`config.mk`:
```
export PLATFORM = sky130hd
export DESIGN_NAME = accum_arbiter
export DESIGN_NICKNAME = d
export VERILOG_FILES = /design/src/rtl/accum_arbiter.sv
export SDC_FILE = /design/constraint.sdc
export NUM_CORES = 1
export LEC_CHECK = 0
export ABC_CLOCK_PERIOD_IN_PS = 1850
export CAP_MARGIN = 20
export CORE_ASPECT_RATIO = 0.75
export CORE_MARGIN = 4
export CORE_UTILIZATION = 35
export DETAILED_ROUTE_END_ITERATION = 12
export GPL_TIMING_DRIVEN = 0
export PLACE_DENSITY = 0.74
export SLEW_MARGIN = 5
export SYNTH_ARGS = -nofsm -noshare
export SYNTH_HDL_FRONTEND = slang
export SYNTH_SLANG_ARGS = --single-unit
```
`constraint.sdc`:
```
create_clock -name clk -period 1.85 [get_ports clk]
set_input_delay 0.4625 -clock clk [delete_from_list [all_inputs] [get_ports clk]]
set_output_delay 0.4625 -clock clk [all_outputs]
set_load 0.01 [all_outputs]
```
`src/rtl/accum_arbiter.sv`:
```
// Round-robin arbiter that lends a single Accumulator to NREQ requesters, streams the
// granted requester's 1-3 byte burst, waits for done (or timeout) and returns a one-hot completion.
module accum_arbiter #(
  parameter int NREQ    = 4,
  parameter int TIMEOUT = 16
) (
  input  logic                clk,
  input  logic                reset,
  input  logic [NREQ-1:0]     req,
  input  logic [2*NREQ-1:0]   req_len,
  input  logic [8*NREQ-1:0]   req_data,
  output logic [NREQ-1:0]     gnt,
  output logic [NREQ-1:0]     data_ack,
  output logic                acc_put,
  output logic [7:0]          acc_value,
  input  logic                acc_done,
  output logic [NREQ-1:0]     rsp_valid,
  output logic                rsp_err,
  output logic                busy
);

  localparam int IW = $clog2(NREQ);
  localparam int TW = $clog2(TIMEOUT + 1);
  localparam logic [TW-1:0] TMO_LAST = TW'(TIMEOUT - 1);
  localparam logic [IW-1:0] IDX_LAST = IW'(NREQ - 1);

  typedef enum logic [2:0] {
    IDLE = 3'd0,
    PUSH = 3'd1,
    GAP  = 3'd2,
    WAIT = 3'd3,
    RESP = 3'd4
  } state_t;

  state_t          state_r;
  state_t          state_nxt_s;
  logic [IW-1:0]   rr_r;
  logic [IW-1:0]   winner_r;
  logic [1:0]      len_r;
  logic [1:0]      beat_r;
  logic [TW-1:0]   tmo_r;
  logic            err_r;
  logic [IW-1:0]   cand_s;
  logic [IW-1:0]   pick_idx_s;
  logic            pick_found_s;
  logic [1:0]      pick_len_s;
  logic [NREQ-1:0] winner_oh_s;
  logic [1:0]      len_arr_s  [NREQ];
  logic [7:0]      data_arr_s [NREQ];

  function automatic logic [IW-1:0] wrap_idx(input logic [IW-1:0] base, input int off);
    int sum;
    sum = int'(base) + off;
    if (sum >= NREQ) begin
      wrap_idx = IW'(sum - NREQ);
    end else begin
      wrap_idx = IW'(sum);
    end
  endfunction

  // Unpack per-requester lengths and bytes.
  always_comb begin
    for (int k = 0; k < NREQ; k++) begin
      len_arr_s[k]  = req_len[2*k +: 2];
      data_arr_s[k] = req_data[8*k +: 8];
    end
  end

  // Round-robin pick: descending scan so the smallest offset from rr_r wins.
  always_comb begin
    pick_found_s = 1'b0;
    pick_idx_s   = '0;
    cand_s       = '0;
    for (int k = NREQ - 1; k >= 0; k--) begin
      cand_s       = wrap_idx(rr_r, k);
      pick_found_s = pick_found_s | req[cand_s];
      pick_idx_s   = req[cand_s] ? cand_s : pick_idx_s;
    end
    pick_len_s = (len_arr_s[pick_idx_s] == 2'd0) ? 2'd1 : len_arr_s[pick_idx_s];
  end

  // State register.
  always_ff @(posedge clk) begin
    if (!reset) begin
      state_r <= IDLE;
    end else begin
      state_r <= state_nxt_s;
    end
  end

  // Next-state logic.
  always_comb begin
    state_nxt_s = state_r;
    case (state_r)
      IDLE:    state_nxt_s = pick_found_s ? PUSH : IDLE;
      PUSH:    state_nxt_s = (beat_r == len_r) ? GAP : PUSH;
      GAP:     state_nxt_s = WAIT;
      WAIT:    state_nxt_s = (acc_done || (tmo_r == TMO_LAST)) ? RESP : WAIT;
      RESP:    state_nxt_s = IDLE;
      default: state_nxt_s = IDLE;
    endcase
  end

  // Transaction context: winner, burst length, beat and timeout counters, error flag.
  always_ff @(posedge clk) begin
    if (!reset) begin
      rr_r     <= '0;
      winner_r <= '0;
      len_r    <= 2'd0;
      beat_r   <= 2'd0;
      tmo_r    <= '0;
      err_r    <= 1'b0;
    end else begin
      case (state_r)
        IDLE: begin
          if (pick_found_s) begin
            winner_r <= pick_idx_s;
            len_r    <= pick_len_s;
            beat_r   <= 2'd1;
            rr_r     <= (pick_idx_s == IDX_LAST) ? '0 : pick_idx_s + IW'(1);
          end else begin
            beat_r   <= 2'd0;
          end
        end
        PUSH: begin
          if (beat_r != len_r) begin
            beat_r <= beat_r + 2'd1;
          end else begin
            beat_r <= beat_r;
          end
        end
        GAP: tmo_r <= '0;
        WAIT: begin
          if (acc_done) begin
            err_r <= 1'b0;
          end else begin
            tmo_r <= tmo_r + TW'(1);
            err_r <= (tmo_r == TMO_LAST);
          end
        end
        default: begin
          tmo_r <= tmo_r;
        end
      endcase
    end
  end

  assign winner_oh_s = {{(NREQ-1){1'b0}}, 1'b1} << winner_r;

  // Outputs decoded from state and the latched winner.
  always_comb begin
    gnt       = '0;
    acc_put   = 1'b0;
    rsp_valid = '0;
    rsp_err   = 1'b0;
    busy      = (state_r != IDLE);
    case (state_r)
      PUSH: begin
        gnt     = winner_oh_s;
        acc_put = 1'b1;
      end
      GAP, WAIT: gnt = winner_oh_s;
      RESP: begin
        gnt       = winner_oh_s;
        rsp_valid = winner_oh_s;
        rsp_err   = err_r;
      end
      default: gnt = '0;
    endcase
  end

  assign data_ack  = gnt & {NREQ{acc_put}};
  assign acc_value = acc_put ? data_arr_s[winner_r] : 8'h00;

endmodule

```
# Word-level counts from Yosys, hierarchy flattened
# Index checks and enable logic that the tools add are counted.
[totals] ff_bits=17 out_inout_bits=23 word_cells=93
[op_classes] add_sub_neg=10 order_cmp=10 eq_ne=10 shift=1 mux=39 bitwise_logic=6 n_reduce_logical=10
[ops] cell="two-way mux 2 bit" count=14
[ops] cell="two-way mux 8 bit" count=3
[ops] cell="binary-select mux 8 bit (select 2 bit)" count=1
[ops] cell=">= comparator 3 bit, second input constant" count=5
[ops] cell="less-than comparator 2 x 3 -> 1 bit, second input constant" count=4
[ops] cell="case mux 3 bit (4 select lines)" count=1
[ops] cell="case mux 5 bit (2 select lines)" count=1
[ops] cell="two-way mux 1 bit" count=9
[ops] cell="binary-select mux 1 bit (select 2 bit)" count=4
[ops] cell="two-way mux 4 bit" count=2
[ops] cell="subtractor 2 x 1 -> 2 bit, second input constant" count=4
[ops] cell="adder 2 x 2 -> 3 bit, second input constant" count=2
[ops] cell="equality test 3 x 2 -> 1 bit, second input constant" count=2
[ops] cell="inverter 2 -> 3 bit" count=2
[ops] cell="AND reduction 2 bit" count=3
[ops] cell="adder 5 x 1 -> 5 bit, second input constant" count=1
[ops] cell="equality test 5 x 4 -> 1 bit, second input constant" count=1
[ops] cell="two-way mux 5 bit" count=1
[ops] cell="adder 2 x 1 -> 2 bit, second input constant" count=2
[ops] cell="bitwise AND 4 bit" count=1
[ops] cell="binary-select mux 2 bit (select 2 bit)" count=1
[ops] cell="inequality test 2 bit, second input constant" count=2
[ops] cell="case mux 2 bit (2 select lines)" count=1
[ops] cell="nonzero test 2 bit" count=2
[ops] cell="15 further kinds" count=17

# Longest topological paths before layout
# Gate-level depths: netlist of the first run.
[depth] depth_word=15 depth_mapped=7 mapped_depth_nobuf=6

# Worst setup path after synthesis of the first run
# Ideal clock, no wire load.
[synth_timing] path_type="reg2out" start="reg winner_r[0]" end="out acc_value[0]" arrival_ns=1.385 slack_ns=0.003 path_stages_with_launch=5 path_cell_list="dfxtp_1 -> buf_2 -> buf_2 -> mux4_2 -> and2_1"
[synth_via] elab_chain_cells=5
[synth_rtl] item="from (decl)" line_no="38" text="logic [IW-1:0] winner_r;"
[synth_rtl] item="from (signal assigned)" line_no="117" text="winner_r <= pick_idx_s;"
[synth_rtl] item="inverter 2 -> 3 bit (implied by the code)" line_no="173" text="assign acc_value = acc_put ? data_arr_s[winner_r] : 8'h00;"
[synth_rtl] item="binary-select mux 8 bit (select 2 bit)" line_no="173"
[synth_rtl] item="two-way mux 8 bit (implied by the code) (2 in series)" line_no="173"
[synth_rtl] item="two-way mux 8 bit" line_no="173"
[synth_rtl] item="to (decl)" line_no="15" text="output logic [7:0] acc_value,"
# Every way passes these cells. The select of a mux whose other input is x is not followed.

# Worst setup path in the final report of the first run
[layout_timing] start="reg winner_r[0]" end="out acc_value[2]"
# Same word-level chain as after synthesis.

==> impl_metrics.tcl, run 1 <==
set metrics [dict create \
    dieWidth_um 78.31 \
    clock_path_buffers 2 \
    status "finished with violations" \
    first_global_vias 1292 \
    routedLengthMet1_um 1872 \
    post_synth_num_cell_types 44 \
    setup_ws_ps -117.1 \
    leakage_power_figure_uw 0.0009352 \
    crit_path_max_fanout 4 \
    rsz0062_at_grt "true" \
    internal_power_uw 1616 \
    path_class "flop to output pin" \
    totalNegativeSetupSlack_ps -832.6 \
    dieArea_um2 4755 \
    wire_per_inst_um 14.00 \
    syn_area_per_cell_um2 8.425 \
    period_minus_slack_ps 1967 \
    global_route.overflow_total 0 \
    p_switching_uw 1105 \
    syn_area_um2 1297 \
    failing_checks "negative setup slack" \
    routed_wl_um 3975 \
    timing.hold.worst.class "flop to flop" \
    portBuffers 68 \
    maxCapViolations 0 \
    synthesis.nets 203 \
    fin_nets 284 \
    via_per_inst 4.947 \
    power.sequential.fraction_pct 21.6 \
    synth_top_cells_by_area "sky130_fd_sc_hd__dfxtp_1 (26%), sky130_fd_sc_hd__mux4_2 (14%), sky130_fd_sc_hd__and2_1 (5.3%)" \
    synthesized_flop_and_latch_total 17 \
    post-synth-top-area-cell "sky130_fd_sc_hd__dfxtp_1" \
    postRouteAntennaNets 0 \
    dr.max_layer_used "met4" \
    p_per_area_nw_per_um2 1226 \
    cp-start-kind "flop" \
    antenna_violations_before_repair 0 \
    slew_headroom_pct 63.22 \
    drt_pass1_iterations 4 \
    floorplan.io_pins 70 \
    max_slew.worst_pin.slew_ps 547.1 \
    wire_length_of_the_first_global_routing_pass_um 5968 \
    detailroute.wirelength.met3_um 357 \
    cts_max_level 1 \
    gp_congestion 0.7269 \
    clock.fmax_mhz 508.4 \
    post_layout_utilization_of_the_core_pct 64.80 \
    initial_drc_count 31 \
    ys.warnings.count 0 \
    placementRows 18 \
    detailed_place_hpwl_um 2987 \
    post_route_cells_drive_above_1_share_pct 34.19 \
    cts_buffers 3 \
    core_area_um2 3423 \
    critical_path_arrival_ps 1500 \
    timing.final.crit_share_pct 106.3 \
    setup-violations-final 9 \
    tritoncts "built" \
    clock_tree.root_cell "sky130_fd_sc_hd__clkbuf_8" \
    via_count 1405 \
    hold_viol 0 \
    clock_sinks 17 \
    power.switching_fraction_pct 40.61 \
    area_delta_synth_final_pct 70.97 \
    cp.required_ps 1390 \
    timing.final.max_slew_violations 0 \
    chip_height_um 60.73 \
    clock_skew_ps 8.022 \
    worst_setup_path_end_kind "output pin" \
    placed_area_um2 2041 \
    synth_top_area_share_pct 26.23 \
    final_design_area_no_fill_um2 2218 \
    clkTransAtPathRegs_ps 70 \
    irDropWorstVdd_uv 607.2 \
    synth_sequential_area_ratio_pct 26.23 \
    grt_start_max_net_pins 11 \
    n_antenna_cell 0 \
    syn_inst 154 \
    clock_power_share_pct 10.1 \
    clk_latency_ps 250 \
    finalHoldWorstSlack_ps 504.3 \
    initial_utilization_pct 37.90 \
    detailroute.wirelength.met2_um 1703 \
    remaining_drc_errors 0 \
    comb_power_share_pct 68.4 \
    count_of_fill_cells_added_during_filler_insertion 311 \
    global_route.usage.total_pct 15.79 \
]
-- flip-flops by register name (all words and copies together), names as in the netlist --
| signal | cells |
|---|---|
| tmo_r | 5 |
| state_r | 3 |
| beat_r | 2 |
| len_r | 2 |
| rr_r | 2 |
| winner_r | 2 |
| err_r | 1 |
-- metal layers --
metal	global-route usage, %	vias to the layer above
li1	-	714
met1	20.78	626
met2	27.07	61
met3	3.858	4
met4	2.993	0
met5	0	-
-- power by group through the flow --
stage	Clock (uW)	Combinational (uW)	Sequential (uW)
5_1_grt	296	2000	602
3_5_place_dp	0	1520	541
6_report	274	1860	587
3_3_place_gp	0	1500	541
2_1_floorplan	0	959	524
4_1_cts	281	1680	570
-- synthesized netlist by cell type (all sizes together) --
cell	count
nand4	1
a211oi	1
o211ai	2
nand2b	8
a22oi	1
o21a	2
a2111oi	1
nor4	1
xnor2	2
or3	1
ha	2
dfxtp	17
nand3b	2
and3	2
nor2b	10
or4b	1
inv	5
buf	5
mux4	8
o21ai	10
and2b	1
nor3	7
xor2	2
a21o	2
nand2	5
or3b	1
mux2i	4
a21oi	11
and2	11
nand3	1
a311oi	1
o221ai	1
a21boi	1
nor3b	1
nor2	17
o31ai	1
nor4b	1
clkbuf	4
-- timing repair --
action | in CTS | in global routing
pin swaps | 11 | 8
buffers inserted | 6 | 5
setup endpoints to repair | 28 | 22
hold buffers | 0 | 0
resized for setup | 155 | 29
gates cloned | 1 | 0
-- cells by family (layout without fill, tap and decap cells) --
logic type / count (synthesis) / after routing / synth area share [%]
and+or+nand+nor: 71 / 71 / 31.05
AOI/OAI and AO/OA: 34 / 34 / 16.30
DFF: 17 / 17 / 26.23
buffers and inverters: 14 / 94 / 4.821
muxes: 12 / 12 / 16.97
xor gates and xnor gates: 4 / 4 / 2.701
adders and majority gates: 2 / 2 / 1.928
-- through the flow --
step                      setup slack [ps]  power [uW]  instances
after global placement              -574.1        2043        272
after detailed placement            -588.2        2056        272
final                               -117.1        2721        284
after CTS                           -164.1        2529        282
after global routing                -159.9        2902        284
after floorplan                      2.761        1483        154
-- critical path: stages, from the launching register on --
cell	delay [ps]
sky130_fd_sc_hd__dfxtp_4	370
sky130_fd_sc_hd__buf_8	110
sky130_fd_sc_hd__mux4_2	490
sky130_fd_sc_hd__and2_4	150
sky130_fd_sc_hd__buf_2	130
-- layout make-up --
class	instances	area [um2]	share of cell area, %
multi-input cells	123	1011	45.57
repair buffers	78	658.1	29.67
flip-flops and latches	17	356.6	16.07
well taps	50	62.56	2.820
plain buffers	6	55.05	2.482
clock buffers	4	45.04	2.030
inverters	5	23.77	1.072
repair inverters	1	6.256	0.2820
-- cell usage in the layout (no fill, tap or decap), types with 3 or more instances in the layout --
cell	Yosys	final
sky130_fd_sc_hd__dfxtp_4	0	4
sky130_fd_sc_hd__and2_4	0	7
sky130_fd_sc_hd__buf_2	4	13
sky130_fd_sc_hd__nand2b_1	8	6
sky130_fd_sc_hd__buf_4	1	10
sky130_fd_sc_hd__clkbuf_8	0	4
sky130_fd_sc_hd__dlygate4sd2_1	0	36
sky130_fd_sc_hd__nor2b_1	10	10
sky130_fd_sc_hd__mux2i_1	4	4
sky130_fd_sc_hd__dfxtp_1	17	12
sky130_fd_sc_hd__clkbuf_1	3	3
sky130_fd_sc_hd__a21oi_1	11	11
sky130_fd_sc_hd__nor2_1	16	12
sky130_fd_sc_hd__nor3_1	6	4
sky130_fd_sc_hd__buf_6	0	8
sky130_fd_sc_hd__nor2_2	1	4
sky130_fd_sc_hd__nand2_1	5	3
sky130_fd_sc_hd__o21ai_0	9	8
sky130_fd_sc_hd__and2_1	11	4
sky130_fd_sc_hd__inv_1	4	4
sky130_fd_sc_hd__mux4_2	8	8
sky130_fd_sc_hd__clkdlybuf4s50_1	0	9
-- path summary, 6_finish.rpt --
| check | startpoint | to | slack (ps) | depth (start not counted) |
|---|---|---|---|---|
| min | err_r | err_r | 500 | 2 |
| max reg2reg | state_r[1] | beat_r[1] | 100 | 8 |
| max | winner_r[0] | acc_value[2] | -120 | 4 |
| min reg2reg | err_r | err_r | 500 | 2 |
(Power assumes the default switching activity.)
==> run 2: changes to the inputs <==
- ABC_AREA: default -> 1
- PLACE_DENSITY: 0.74 -> 0.72
==> impl_metrics.tcl, run 2 <==
set metrics [dict create \
    status "finished with violations" \
    failing_checks "negative setup slack" \
    dieWidth_um 81.07 \
    detailed_place_hpwl_um 3480 \
    first_global_vias 1527 \
    gp_congestion 0.8181 \
    setup_ws_ps -13.92 \
    remaining_drc_errors 0 \
    timing.final.max_slew_violations 0 \
    synthesis.nets 268 \
    cts_max_level 1 \
    ys.flop_type "sky130_fd_sc_hd__dfxtp_1" \
    cp.required_ps 1390 \
    worst_setup_path_end_kind "output pin" \
    cts_buffers 3 \
    mostFrequentLayoutCell "sky130_fd_sc_hd__clkdlybuf4s50_1" \
    postSynth.asyncResetShare_pct 0 \
    initial_utilization_pct 37.31 \
    irDropWorstVdd_uv 810.1 \
    reg.largest.list "tmo_r (5), state_r (3)" \
    clock.fmax_mhz 536.5 \
    setup-violations-final 3 \
    timing.hold.worst.class "flop to flop" \
    clk_latency_ps 250 \
    power.sequential.fraction_pct 16.1 \
    cp-start-kind "flop" \
    path_class "flop to output pin" \
    slew_headroom_pct 65.87 \
    timing.final.crit_share_pct 100.8 \
    area_delta_synth_final_pct 81.79 \
    fin_nets 361 \
    synth_top_cells_by_area "sky130_fd_sc_hd__dfxtp_1 (24%), sky130_fd_sc_hd__nand2_1 (9.6%), sky130_fd_sc_hd__nand3_1 (8.6%)" \
    layout.cells.non_filler 363 \
    period_minus_slack_ps 1864 \
    antenna_violations_before_repair 0 \
    core_area_um2 3756 \
    placed_cells 340 \
    synth_common_cells "sky130_fd_sc_hd__nand2_1 (36), sky130_fd_sc_hd__nor2_1 (29), sky130_fd_sc_hd__inv_1 (25), sky130_fd_sc_hd__nand3_1 (24), sky130_fd_sc_hd__dfxtp_1 (17)" \
    tritoncts "built" \
    critical_path_arrival_ps 1400 \
    maxCapViolations 0 \
    via_count 1848 \
    synth_top_area_share_pct 24.29 \
    clock_power_share_pct 7.0 \
    post_route_cells_drive_above_1_share_pct 35.69 \
    register_name_with_the_most_flops "tmo_r" \
    largest_reg_flops 5 \
    comb_power_share_pct 76.9 \
    chip_height_um 62.80 \
    dieArea_um2 5091 \
    via_per_inst 5.091 \
    synth_most_common_cell "sky130_fd_sc_hd__nand2_1" \
    clkTransAtPathRegs_ps 70 \
    syn_area_um2 1401 \
    wire_length_of_the_first_global_routing_pass_um 6886 \
    synth-edff-count 0 \
    wire_per_inst_um 13.43 \
    hold_viol 0 \
    syn_inst 219 \
    syn_area_per_cell_um2 6.399 \
    number_of_hold_repair_buffers_added_at_the_cts_stage 0 \
    leakage_power_figure_uw 0.001121 \
    design_power_total_uw 3897 \
    portBuffers 69 \
    p_per_area_nw_per_um2 1530 \
    postRouteAntennaNets 0 \
    preCtsSetupSlack_ps -702.0 \
    crit_path_max_fanout 10 \
    clock_sinks 17 \
    p_switching_uw 1907 \
    internal_power_uw 1990 \
    rsz0062_at_grt "true" \
    grt_start_max_net_pins 11 \
    global_route.usage.total_pct 16.63 \
    drt_pass1_iterations 4 \
    n_antenna_cell 0 \
    post_synth_num_cell_types 28 \
    floorplan.io_pins 70 \
    synth_sequential_area_ratio_pct 24.29 \
    clock_path_buffers 2 \
    placementRows 19 \
    count_of_fill_cells_added_during_filler_insertion 324 \
    synthesized_flop_and_latch_total 17 \
    ys.warnings.count 0 \
    power.switching_fraction_pct 48.94 \
    most_frequent_cells_in_the_layout "sky130_fd_sc_hd__clkdlybuf4s50_1 (42), sky130_fd_sc_hd__nand2_1 (30), sky130_fd_sc_hd__nor2_1 (25)" \
    post-synth-top-area-cell "sky130_fd_sc_hd__dfxtp_1" \
    max_slew.worst_pin.slew_ps 512.0 \
    initial_drc_count 56 \
    clock_tree.root_cell "sky130_fd_sc_hd__clkbuf_8" \
    clock_skew_ps 6.387 \
    routed_wl_um 4876 \
    global_route.overflow_total 0 \
]
-- run 2: changes by cell type in the layout (fill, tap and decap cells not counted), moves of 10 or more --
| cell | previous run | this run |
|---|---|---|
| sky130_fd_sc_hd__nand2_2 | 1 | 11 |
| sky130_fd_sc_hd__nor2b_1 | 10 | 0 |
| sky130_fd_sc_hd__nor2_1 | 12 | 25 |
| sky130_fd_sc_hd__nand3_1 | 1 | 22 |
| sky130_fd_sc_hd__nand2_1 | 3 | 30 |
| sky130_fd_sc_hd__clkdlybuf4s50_1 | 9 | 42 |
| sky130_fd_sc_hd__dlygate4sd2_1 | 36 | 2 |
| sky130_fd_sc_hd__inv_1 | 4 | 19 |
-- run 2: cell families (layout without fill, tap and decap cells) --
| logic type | count (synthesis) | count (layout) | synth area share [%] |
|---|---|---|---|
| flip-flops | 17 | 17 | 24.29 |
| XOR/XNOR | 4 | 4 | 2.500 |
| AND/OR/NAND/NOR | 123 | 124 | 44.64 |
| AO/OA/AOI/OAI | 37 | 37 | 16.34 |
| adder cells (fa/ha/maj) | 2 | 2 | 1.785 |
| buffers and inverters | 36 | 127 | 10.45 |
-- run 2: metal layers --
layer | wire length, um | GRT usage (%) | up-vias
li1 | - | - | 922
met2 | 2233 | 27.46 | 73
met1 | 2188 | 21.44 | 851
met5 | 0 | 0 | -
met3 | 444 | 5.331 | 2
met4 | 9 | 2.321 | 0
-- run 2: final timing paths --
check | start | end | slack (ps) | depth (start not counted)
min | err_r | err_r | 470 | 2
max reg2reg | rr_r[0] | len_r[0] | 190 | 12
max | state_r[0] | acc_value[3] | -10 | 6
min reg2reg | err_r | err_r | 470 | 2
-- run 2: power groups by stage --
| stage | Combinational (uW) | Clock (uW) | Sequential [uW] |
|---|---|---|---|
| after CTS | 2480 | 281 | 609 |
| after detailed placement | 2250 | 0 | 565 |
| final | 3000 | 273 | 626 |
| after global routing | 3260 | 301 | 640 |
| after floorplan | 1520 | 0 | 549 |
| after global placement | 2220 | 0 | 561 |
-- run 2: final cells by class --
class | instances | area [um2] | share of cell area (%)
clock inverters | 1 | 5.005 | 0.1965
multi-input cells | 167 | 1124 | 44.11
flip-flops and latches | 17 | 355.3 | 13.95
repair buffers | 87 | 760.7 | 29.86
well taps | 52 | 65.06 | 2.554
clock buffers | 3 | 41.29 | 1.621
inverters | 30 | 122.6 | 4.813
plain buffers | 6 | 73.82 | 2.898
-- run 2: critical path, stage by stage, from the launching register on --
cell                      delay, ps
sky130_fd_sc_hd__dfxtp_4        370
sky130_fd_sc_hd__inv_4           40
sky130_fd_sc_hd__nor3_4         210
sky130_fd_sc_hd__inv_2           80
sky130_fd_sc_hd__buf_6          150
sky130_fd_sc_hd__a31oi_1        140
sky130_fd_sc_hd__buf_2          160
-- run 2: metrics by stage --
stage	instance area, um2	util (%)	setup TNS [ps]	hold slack, ps
finish	2547	67.82	-16.37	466.9
global route	2547	67.82	-629.1	491.2
CTS	2331	62.06	-81.12	466.7
detailed placement	2162	57.56	-12650	456.6
global placement	2162	57.56	-12130	452.9
floorplan	1406	-	0	439.2
-- run 2: repair_timing --
item / 4_1_cts / 5_1_grt
cloned: 1 / 0
endpoints found under the setup margin: 24 / 25
setup buffers: 11 / 7
pin swaps: 5 / 19
gates resized for setup: 110 / 48
==> run 3: changes to the inputs <==
- ABC_CLOCK_PERIOD_IN_PS: 1850 -> default
==> results of run 3 <==
Same layout as run 2: the final DEF is identical, and so are final timing and power.
